===== src/rtl/mac_job_sequencer.sv =====
// mac_job_sequencer
// Feeds one multi-chunk int8 dot-product job through an external 8-lane MAC.
// Upstream operand chunks are admitted one per cycle with valid/ready. The MAC
// pipeline latency is tracked with a valid shift register, and the MAC results
// are summed into a wide signed accumulator. The final sum is presented on a
// valid/ready result port.
module mac_job_sequencer #(
  parameter int LEN_W   = 8,
  parameter int ACC_W   = 32,
  parameter int MAC_LAT = 2
) (
  input  logic                    i_clk,
  input  logic                    i_rst,
  input  logic                    i_start,
  input  logic [LEN_W-1:0]        i_len,
  output logic                    o_busy,
  input  logic                    i_op_valid,
  output logic                    o_op_ready,
  input  logic [63:0]             i_a,
  input  logic [63:0]             i_b,
  output logic [63:0]             o_mac_a,
  output logic [63:0]             o_mac_b,
  input  logic signed [18:0]      i_mac_res,
  output logic signed [ACC_W-1:0] o_res,
  output logic                    o_res_valid,
  input  logic                    i_res_ready,
  output logic                    o_ovf
);

  typedef enum logic [1:0] {IDLE, RUN, DRAIN, DONE} state_t;

  state_t                  state, state_nx;
  logic [LEN_W-1:0]        len;
  logic [LEN_W-1:0]        issued;
  logic signed [ACC_W-1:0] acc;
  logic signed [ACC_W-1:0] res_ext;
  logic signed [ACC_W-1:0] acc_sum;
  logic [MAC_LAT-1:0]      vpipe;
  logic                    acc_fire;
  logic                    pipe_out;
  logic                    tail_empty;
  logic                    sum_ovf;

  // Handshake and MAC operand gating; idle cycles feed zeros so they add nothing.
  assign o_op_ready = (state == RUN) && (issued < len);
  assign acc_fire   = i_op_valid && o_op_ready;
  assign o_mac_a    = acc_fire ? i_a : '0;
  assign o_mac_b    = acc_fire ? i_b : '0;
  assign o_busy      = (state != IDLE);
  assign o_res_valid = (state == DONE);

  // Accumulator datapath: sign-extended MAC result, wrap-around sum, overflow detect.
  assign res_ext    = {{(ACC_W-19){i_mac_res[18]}}, i_mac_res};
  assign acc_sum    = acc + res_ext;
  assign sum_ovf    = (acc[ACC_W-1] == res_ext[ACC_W-1]) && (acc_sum[ACC_W-1] != acc[ACC_W-1]);
  assign pipe_out   = vpipe[MAC_LAT-1];
  // Only the output stage may still be occupied: after this edge the pipe is empty.
  assign tail_empty = ((vpipe & ~(MAC_LAT'(1) << (MAC_LAT-1))) == '0);

  // Next-state decode for the job FSM.
  always_comb begin
    // NOTE: default first so every path assigns state_nx and no latch is inferred.
    state_nx = state;
    case (state)
      IDLE:    if (i_start) state_nx = (i_len == '0) ? DONE : RUN;
      RUN:     if (acc_fire && (LEN_W'(issued + 1'b1) == len)) state_nx = DRAIN;
      DRAIN:   if (tail_empty) state_nx = DONE;
      DONE:    if (i_res_ready) state_nx = IDLE;
      default: state_nx = IDLE;
    endcase
  end

  // State register, chunk counter, latency pipe, accumulator and result capture.
  always_ff @(posedge i_clk) begin
    // NOTE: non-blocking assignments so every register samples pre-edge values.
    if (i_rst) begin
      state  <= IDLE;
      len    <= '0;
      issued <= '0;
      acc    <= '0;
      o_ovf  <= 1'b0;
      o_res  <= '0;
      vpipe  <= '0;
    end else begin
      state <= state_nx;
      vpipe <= MAC_LAT'({vpipe, acc_fire});
      if (state == IDLE) begin
        if (i_start) begin
          len    <= i_len;
          issued <= '0;
          acc    <= '0;
          o_ovf  <= 1'b0;
          if (i_len == '0) o_res <= '0;
        end
      end else begin
        if (acc_fire) issued <= issued + 1'b1;
        if (pipe_out) begin
          acc <= acc_sum;
          if (sum_ovf) o_ovf <= 1'b1;
        end
        if (state == DRAIN && tail_empty) o_res <= pipe_out ? acc_sum : acc;
      end
    end
  end

endmodule


===== config.mk =====
export PLATFORM = sky130hd
export DESIGN_NAME = mac_job_sequencer
export DESIGN_NICKNAME = d
export VERILOG_FILES = /design/src/rtl/mac_job_sequencer.sv
export SDC_FILE = /design/constraint.sdc
export NUM_CORES = 1
export LEC_CHECK = 0
export BUFFER_PORTS_ARGS = -buffer_cell sky130_fd_sc_hd__buf_4
export CAP_MARGIN = 5
export CORE_MARGIN = 1.5
export CORE_UTILIZATION = 42
export CTS_CLUSTER_DIAMETER = 40
export DETAILED_ROUTE_END_ITERATION = 8
export GPL_TIMING_DRIVEN = 0
export PLACE_DENSITY = 0.78
export SLEW_MARGIN = 30
export SYNTH_ARGS = -nofsm -noshare
export SYNTH_HDL_FRONTEND = slang
export SYNTH_SLANG_ARGS = --single-unit

===== constraint.sdc =====
create_clock -name i_clk -period 2.31 [get_ports i_clk]
set_input_delay 0.1155 -clock i_clk [delete_from_list [all_inputs] [get_ports i_clk]]
set_output_delay 0.1155 -clock i_clk [all_outputs]
set_load 0.01 [all_outputs]

==> reports/qor.yml, run 1 <==
drt_iter0_drc: 584
final_max_slew_viol_count: 0
synth-seq-cells: 85
total_power_w: 0.00729
cpPeakStageDelay_ps: 350
htreeDepth: 3
grt_max_degree: 21
ys_warn_count: 0
synth_fp_nets: 1039
synth-edff-count: 0
cp.depth: 12
cp_max_fo: 3
synth_top_family_by_area: "simple AND/OR/NAND/NOR gates"
ant_nets: 0
synth_compound_area_share_pct: 21.2
wl_met1_mm: 11.6
crit_chain: "ha_4, inv_2, fa_2, and2b_2, o2111ai_4, a21oi_4, buf_6, nor2_4, o31ai_4, a41oi_2, xor2_1, o31ai_2"
required_ps: 2530
cp-end-kind: "flip-flop"
io_buffers: 323
power_density_nw_per_um2: 621
dp_hpwl_mm: 21.4
fin_crit_sh_pct: 115
worstSkewPairLatency_ps: 360
wl_met3_mm: 3.64
fmax_mhz: 378
nNetsFinal: 1428
area_growth_pct: 84.0
worst-path-buf-inv: 2
die_h_um: 126
maxSlewHeadroom_pct: 31.5
seqCellArea_um2: 1730
drive_above_1_share_pct: 55.9
core_area_um2: 14700
wl_per_cell_um: 23.0
crit_slowest_cell: "dfxtp_2"
top_layer: "met4"
grt_use_total_pct: 35.6
whs_path_depth: 3
syn_inst: 834
avgSynthCellArea_um2: 7.65
yosysUniqueCellTypes: 68
routed_wl_mm: 32.5
cts_buffers: 9
path_delay_family: "compound AO/OA/AOI/OAI gates"
row_count: 44
ir_drop_mv: 0.490
setup_slack_ps: -338
io_pins: 324
layout_common_cells: "228 x buf_4, 142 x buf_6, 128 x and2_4, 82 x nand2_1, 68 x dfxtp_1"
start_util_pct: 43.4
grt_antenna_before_repair: 0
synthArstFlopShare_pct: 0
cts_tree: "done"
nFillCells: 892
postCtsHoldBufs: 0
outcome: "finished, violations left"
place_congestion: 0.954
cts_root_buffer: "clkbuf_16"
hp-class: "in -> reg"
worstPathArrival_ps: 2870
multiInputGateArea_um2: 5520
die_x_um: 126
synth_xor_area_share_pct: 5.19
vias_per_cell: 5.84
synth_top_flop_cell: "dfxtp_1"
synth_mux_area_share_pct: 3.31
cts.sinks: 85
final_common_cell: "buf_4"
min_period_ps: 2650
clock_skew_ps: 5.77
dp_slack_ps: -622
start_kind: "flip-flop"
drv_cap: 0
synth_simple_gate_area_share_pct: 30.7
reg2reg_depth: 12
synthAdderAreaFrac_pct: 8.94
clk_pin_slew_ps: 60
criticalPathCategory: "reg -> reg"
dieArea_um2: 15900
violations: "setup timing"
vias: 8241
wl_met2_mm: 15.7
setup_violations: 168
first_pass_iters: 5
grt.overflow.total: 0
power_leakage_nw: 5.33
grt_pass1_wl_mm: 43.3
diodes: 0
cts_buffer_depth: 2
synth_seq_area_share_pct: 26.7
drc_errors: 0
worst_slew_pin_slew_ps: 1020
hold_violations: 0
netlist_area_um2: 6380
grt_pass1_vias: 7505
grt_setup_unrepaired: "true"
worst paths after layout:
kind | start | to | slack (ps)
max | acc[0]$_SDFFE_PP0N_ | o_res[30]$_SDFFE_PP0P_ | -340
min | i_len[4] | len[4]$_SDFFE_PP0P_ | 10
max reg2reg | acc[0]$_SDFFE_PP0N_ | o_res[30]$_SDFFE_PP0P_ | -340
min reg2reg | o_ovf$_SDFFE_PP0P_ | o_ovf$_SDFFE_PP0P_ | 450
area by class of cell:
class                   instances  share of cell area (%)
plain buffers                  40                    2.92
clock buffers                  12                    2.10
clock inverters                 4                   0.405
inverters                      23                   0.735
multi-input cells             681                    47.0
flip-flops and latches         85                    14.7
well taps                     184                    1.96
repair buffers                383                    30.2
cell usage after synthesis (3+ instances only):
master	number	share of area, %
a211oi_1	10	1.2
a21o_1	11	1.3
a21oi_1	73	5.7
a22o_1	6	0.82
a22oi_1	10	1.2
a311oi_1	5	0.69
a31oi_1	4	0.39
a32oi_1	3	0.41
and2_1	135	13
and3_1	13	1.3
buf_1	4	0.24
clkbuf_1	39	2.3
dfxtp_1	85	27
ha_1	44	8.6
inv_1	23	1.4
mux2i_1	20	3.1
nand2_1	88	5.2
nand2b_1	4	0.39
nand3_1	12	0.94
nand4_1	3	0.29
nor2_1	69	4.1
nor2b_1	11	1.1
nor3_1	12	0.94
nor3b_1	5	0.59
nor4_1	4	0.39
o211ai_1	5	0.59
o21a_1	5	0.59
o21ai_0	25	2.0
o21ai_1	10	0.78
o21bai_1	7	0.82
o2bb2ai_1	5	0.69
or3_1	6	0.59
xnor2_1	22	3.0
xor2_1	14	1.9
worst register-to-register path: stages (launching register included):
cell and delay (ps):
dfxtp_2 350, ha_4 140, inv_2 40, fa_2 330, and2b_2 280, o2111ai_4 150
a21oi_4 230, buf_6 130, nor2_4 40, o31ai_4 300, a41oi_2 180, xor2_1 250
o31ai_2 80
per-layer routing:
| layer | vias to the layer above | global-route usage, % |
|---|---|---|
| met5 | - | 0 |
| met4 | 0 | 12.2 |
| met3 | 118 | 12.7 |
| met2 | 519 | 59.1 |
| met1 | 3914 | 42.8 |
| li1 | 3690 | - |
repair_timing:
action / 4_1_cts / 5_1_grt
endpoints found under the hold margin: 0 / 0
buffers inserted: 23 / 24
setup endpoints to repair: 180 / 198
resized for setup: 299 / 239
pin swaps: 80 / 150
gates cloned: 14 / 2
through the flow:
step                area, um^2  std cells  hold WS [ps]  utilization, %  TNS, ps
floorplan                 6410        834           251               -     -101
global placement          9070       1341           376            61.7   -43370
detailed placement        9070       1341           386            61.7   -49140
CTS                      10800       1391          10.9            73.2   -22040
global route             11700       1412          10.8            79.9   -42650
finish                   11700       1412          14.3            79.9   -30690
state kept, by name, indices dropped and copies added (netlist names):
register / cells
acc: 32
o_res: 32
state: 2
vpipe: 2
issued: 8
len: 8
o_ovf: 1
cells by family (layout without fill, tap and decap cells):
family | Yosys count | in the layout
AOI/OAI and AO/OA | 204 | 204
xor gates and xnor gates | 37 | 37
adders and majority gates | 45 | 45
buffers and inverters | 68 | 462
DFF | 85 | 85
muxes | 21 | 21
and+or+nand+nor | 374 | 374
power breakdown:
group	switching (W)	internal, W	total, W
logic	0.00207	0.00212	0.00419
registers	0.0000664	0.00154	0.00160
clock network	0.000628	0.000864	0.00149
(Power assumes the default switching activity.)
==> run 2: changes to the inputs <==
REMOVE_ABC_BUFFERS = 1   (was unset)
==> run 2 against run 1 <==
Effect of this change: the flow still finishes with violations (setup timing); global-route usage down 1.6 points; critical path depth shrank 1; die area unchanged; count of clock-buffer cells in the layout down 3; total power grew 6.3%; sequential share of layout area rose by 0.080 points; highest routed layer unchanged.
==> reports/qor.yml, run 2 (synthesis results as in run 1) <==
die_x_um: 126
worstReg2RegEnd: "o_res[22]$_SDFFE_PP0P_"
wl_met2_mm: 14.4
wl_met3_mm: 2.81
dp_hpwl_mm: 19.7
min_period_ps: 2570
io_pins: 324
io_buffers: 323
power_density_nw_per_um2: 663
reg2reg_depth: 11
fin_crit_sh_pct: 111
nNetsFinal: 1406
reg2reg_from: "acc[16]$_SDFFE_PP0N_"
criticalPathCategory: "reg -> reg"
stdcell_count: 1392
dp_slack_ps: -1150
whs_path_depth: 3
drt_iter0_drc: 559
final_common_cell: "buf_4"
cts_root_buffer: "clkbuf_16"
clk_pin_slew_ps: 60
worstSkewPairLatency_ps: 350
ant_nets: 0
start_util_pct: 43.4
place_inst: 1302
first_pass_iters: 5
grt.overflow.total: 0
cts.sinks: 85
hold_violations: 0
vias: 7963
cts_buffers: 9
cts_buffer_depth: 2
grt_pass1_wl_mm: 41.9
vias_per_cell: 5.72
grt_setup_unrepaired: "true"
place_area_um2: 9020
setup_violations: 153
final_cell_area_um2: 11700
dieArea_um2: 15900
top_layer: "met4"
cp-end-kind: "flip-flop"
hp-class: "in -> reg"
reg.largest.list: "acc: 32 flops, o_res: 32 flops"
clock_skew_ps: 7.60
hp-start: "i_len[1]"
outcome: "finished, violations left"
fmax_mhz: 389
layout_common_cells: "230 x buf_4, 140 x buf_6, 125 x and2_4, 85 x nand2_1, 69 x dfxtp_1"
core_area_um2: 14700
die_h_um: 126
drv_cap: 0
drive_above_1_share_pct: 54.5
cts_tree: "done"
grt_pass1_vias: 7194
worstPathArrival_ps: 2810
grt_use_total_pct: 34.0
maxSlewHeadroom_pct: 44.8
ff2ff_setup_slack_ps: -260
violations: "setup timing"
grt_antenna_before_repair: 1
hold_path_end: "len[1]$_SDFFE_PP0P_"
place_congestion: 0.966
drc_errors: 0
wl_met1_mm: 12.4
area_growth_pct: 83.1
grt_max_degree: 69
row_count: 44
routed_wl_mm: 30.5
crit_start: "acc[16]$_SDFFE_PP0N_"
nFillCells: 943
wl_per_cell_um: 21.9
cp_max_fo: 7
postCtsHoldBufs: 0
final_max_slew_viol_count: 0
setup_slack_ps: -262
htreeDepth: 3
worst_slew_pin_slew_ps: 825
required_ps: 2540
holdWs_ps: 21.4
power_leakage_nw: 5.29
tns_ps: -25080
start_kind: "flip-flop"
ir_drop_mv: 0.473
run 2: timing repair:
item | 4_1_cts | 5_1_grt
hold endpoints to repair | 0 | 0
setup endpoints to repair | 188 | 187
setup buffers | 30 | 24
gates cloned | 9 | 13
pin swaps | 55 | 142
gates resized for setup | 187 | 239
run 2: through the flow:
stage,utilization (%),power [W]
3_5_place_dp,61.4,0.00431
5_1_grt,79.5,0.00800
2_1_floorplan,-,0.00290
3_3_place_gp,60.3,0.00417
6_report,79.5,0.00775
4_1_cts,71.2,0.00674
run 2: how the worst max path moves through the flow:
stage / to / slack (ps) / cells after the start
2_1_floorplan: issued[1]$_SDFFE_PP0P_ / -2700 / 10
3_3_place_gp: issued[1]$_SDFFE_PP0P_ / -5590 / 10
3_5_place_dp: o_res[27]$_SDFFE_PP0P_ / -1150 / 9
4_1_cts: o_mac_a[39] / -210 / 11
5_1_grt: o_res[22]$_SDFFE_PP0P_ / -360 / 11
6_report: o_res[22]$_SDFFE_PP0P_ / -260 / 11
run 2: routing by layer:
layer,vias to the layer above,track usage [%]
li1,3653,-
met2,391,55.5
met3,72,7.56
met1,3847,45.1
met5,-,0
met4,0,9.80
run 2: layout make-up:
cell class | instances | area [um^2] | share of cell area [%]
clock buffer | 9 | 225 | 1.93
clock inverter | 7 | 97.6 | 0.835
inverter | 23 | 92.6 | 0.792
multi-input combinational | 682 | 5310 | 45.4
tap | 184 | 230 | 1.97
timing repair buffer | 400 | 4000 | 34.2
sequential | 85 | 1730 | 14.8
antenna | 2 | 5.00 | 0.0428
run 2: worst max-delay path, cell delays in order, from the launching register on:
cell     delay (ps)
dfxtp_1         330
ha_1            400
nand3_1         210
nor2_1          240
nand4_1         170
buf_4           180
o31ai_2         240
buf_4           190
buf_6           100
xnor2_2          70
mux2i_1         210
o21ai_1         100
run 2: power breakdown:
part,switching (W),leakage (nW),internal [W]
sequential,0.0000671,0.695,0.00154
clock,0.000635,0.152,0.000953
combinational,0.00214,4.45,0.00241
==> run 3: changes to the inputs <==
CORE_AREA = 2 2 127 129   (was unset)
CORE_MARGIN = unset   (was 1.5)
CORE_UTILIZATION = unset   (was 42)
DIE_AREA = 0 0 129 131   (was unset)
GPL_TIMING_DRIVEN = unset   (was 0)
PLACE_DENSITY = 0.73   (was 0.78)
clock period = 3.3 ns   (was 2.31 ns; I/O delays follow)
==> run 3 against run 2 <==
Effect of this change: the flow now finishes without violations; sequential share of layout area is 3.4 points higher; first-iteration DRC count down 17%; critical path depth is 1 lower; combinational power fell by 59%; cell area down 20%; flip-flop and latch count is the same; non-clock buffer count is 63 lower; clock power shrank 31%; hold slack improved by 52 ps; final cell count decreased by 2.5%; critical endpoint is now o_mac_b[45]; largest cell class unchanged.
==> reports/qor.yml, run 3 (synthesis results as in run 1) <==
outcome: "completed"
maxSlewHeadroom_pct: 34.5
total_power_w: 0.00409
routed_wl_mm: 26.0
min_period_ps: 2880
reg.largest.list: "acc: 32 flops, o_res: 32 flops"
cts_buffers: 9
vias_per_cell: 5.33
stdcell_count: 1357
worstSkewPairLatency_ps: 340
drt_iter0_drc: 463
core_area_um2: 15600
crit_chain: "inv_1, ha_1, nor2b_1, o21a_1, o21ai_0, a21oi_1, o21ai_4, buf_12, and2_1, buf_4"
area_growth_pct: 46.5
row_count: 46
clk_pin_slew_ps: 60
cts_buffer_depth: 2
fin_crit_sh_pct: 87.2
first_pass_iters: 7
vias: 7231
drc_errors: 0
final_common_cell: "buf_4"
place_congestion: 0.963
nNetsFinal: 1342
wl_met2_mm: 11.6
ir_drop_mv: 0.319
grt_antenna_before_repair: 1
crit_slowest_cell: "dfxtp_1"
grt_setup_unrepaired: "false"
cts_resized: 0
wl_met1_mm: 11.6
layout_common_cells: "336 x buf_4, 135 x and2_1, 88 x nand2_1, 85 x dfxtp_1, 73 x a21oi_1"
grt_pass1_wl_mm: 37.7
fmax_mhz: 348
wl_per_cell_um: 19.1
cts_setup_buffers: 0
ant_nets: 0
io_buffers: 323
cts.sinks: 85
drv_cap: 0
setup_violations: 0
required_ps: 3130
wl_met3_mm: 2.28
hp-class: "in -> reg"
grt_max_degree: 125
io_pins: 324
hold_violations: 0
grt.overflow.total: 0
postCtsHoldBufs: 0
criticalPathCategory: "reg -> out"
cp-end-kind: "primary output"
drive_above_1_share_pct: 32.4
diodes: 0
top_layer: "met5"
path_delay_family: "compound AO/OA/AOI/OAI gates"
cts_tree: "done"
dieArea_um2: 16900
cpPeakStageDelay_ps: 360
die_h_um: 131
worst-path-buf-inv: 3
worst_slew_pin_slew_ps: 975
final_max_slew_viol_count: 0
place_inst: 1342
dp_hpwl_mm: 20.5
grt_pass1_vias: 6465
grt_use_total_pct: 29.3
clock_skew_ps: 5.81
power_density_nw_per_um2: 438
power_leakage_nw: 4.44
start_kind: "flip-flop"
holdWs_ps: 73.4
cp_max_fo: 124
cts_root_buffer: "clkbuf_16"
start_util_pct: 40.9
die_x_um: 129
worstPathArrival_ps: 2710
nFillCells: 1440
htreeDepth: 3
-- run 3: changes by cell type in the layout (fill, tap and decap cells not counted), moves of 11 or more --
cell,delta
a21oi_2,-12
buf_6,-140
ha_4,-13
and2_1,+126
o21ai_0,+11
dfxtp_2,-12
clkbuf_16,-12
buf_4,+106
ha_1,+18
and2_4,-125
a21oi_1,+14
dfxtp_1,+16
-- run 3: per-layer routing --
layer  vias up  track usage [%]
met2       287             45.8
met4         2             8.12
met5         -                0
met1      3402             40.6
li1       3507                -
met3        33             6.72
-- run 3: area by class of cell --
class / instances / area [um^2] / area share, %
Multi-Input combinational cell: 681 / 4440 / 47.4
Timing Repair Buffer: 337 / 2540 / 27.2
Clock buffer: 11 / 243 / 2.60
Sequential cell: 85 / 1700 / 18.2
Tap cell: 216 / 270 / 2.89
Clock inverter: 4 / 72.6 / 0.776
Inverter: 23 / 86.3 / 0.923
-- run 3: path summary, 6_finish.rpt --
path                                         endpoint  cells after the start             startpoint  slack, ps
worst min-delay path              len[7]$_SDFFE_PP0P_                      3               i_len[7]         70
worst min register to register  o_res[2]$_SDFFE_PP0P_                      2  o_res[2]$_SDFFE_PP0P_        450
worst max register to register   acc[30]$_SDFFE_PP0N_                     11    acc[0]$_SDFFE_PP0N_        440
worst max-delay path                      o_mac_b[45]                     10    len[1]$_SDFFE_PP0P_        420
-- run 3: per-stage QoR --
step	utilization, %	area, um^2	TNS (ps)	setup slack, ps
5_1_grt	60.0	9350	0	229
3_3_place_gp	57.9	9040	0	568
2_1_floorplan	-	6210	-186490	-1710
3_5_place_dp	57.9	9040	0	517
4_1_cts	60.0	9350	0	457
6_report	60.0	9350	0	423
-- run 3: report_power, final --
group          switching (W)  internal [W]
Clock               0.000415      0.000679
Combinational        0.00109      0.000798
Sequential         0.0000393       0.00107
-- run 3: worst reg2reg max path, stage by stage (launching register included) --
cell and delay (ps):
dfxtp_1 350, ha_1 220, inv_1 70, fa_1 380, and2b_1 260, o2111ai_1 160, a21oi_2 240, nor2_1 120
o31ai_2 380, a41oi_1 210, xor2_1 260, o21ai_1 90
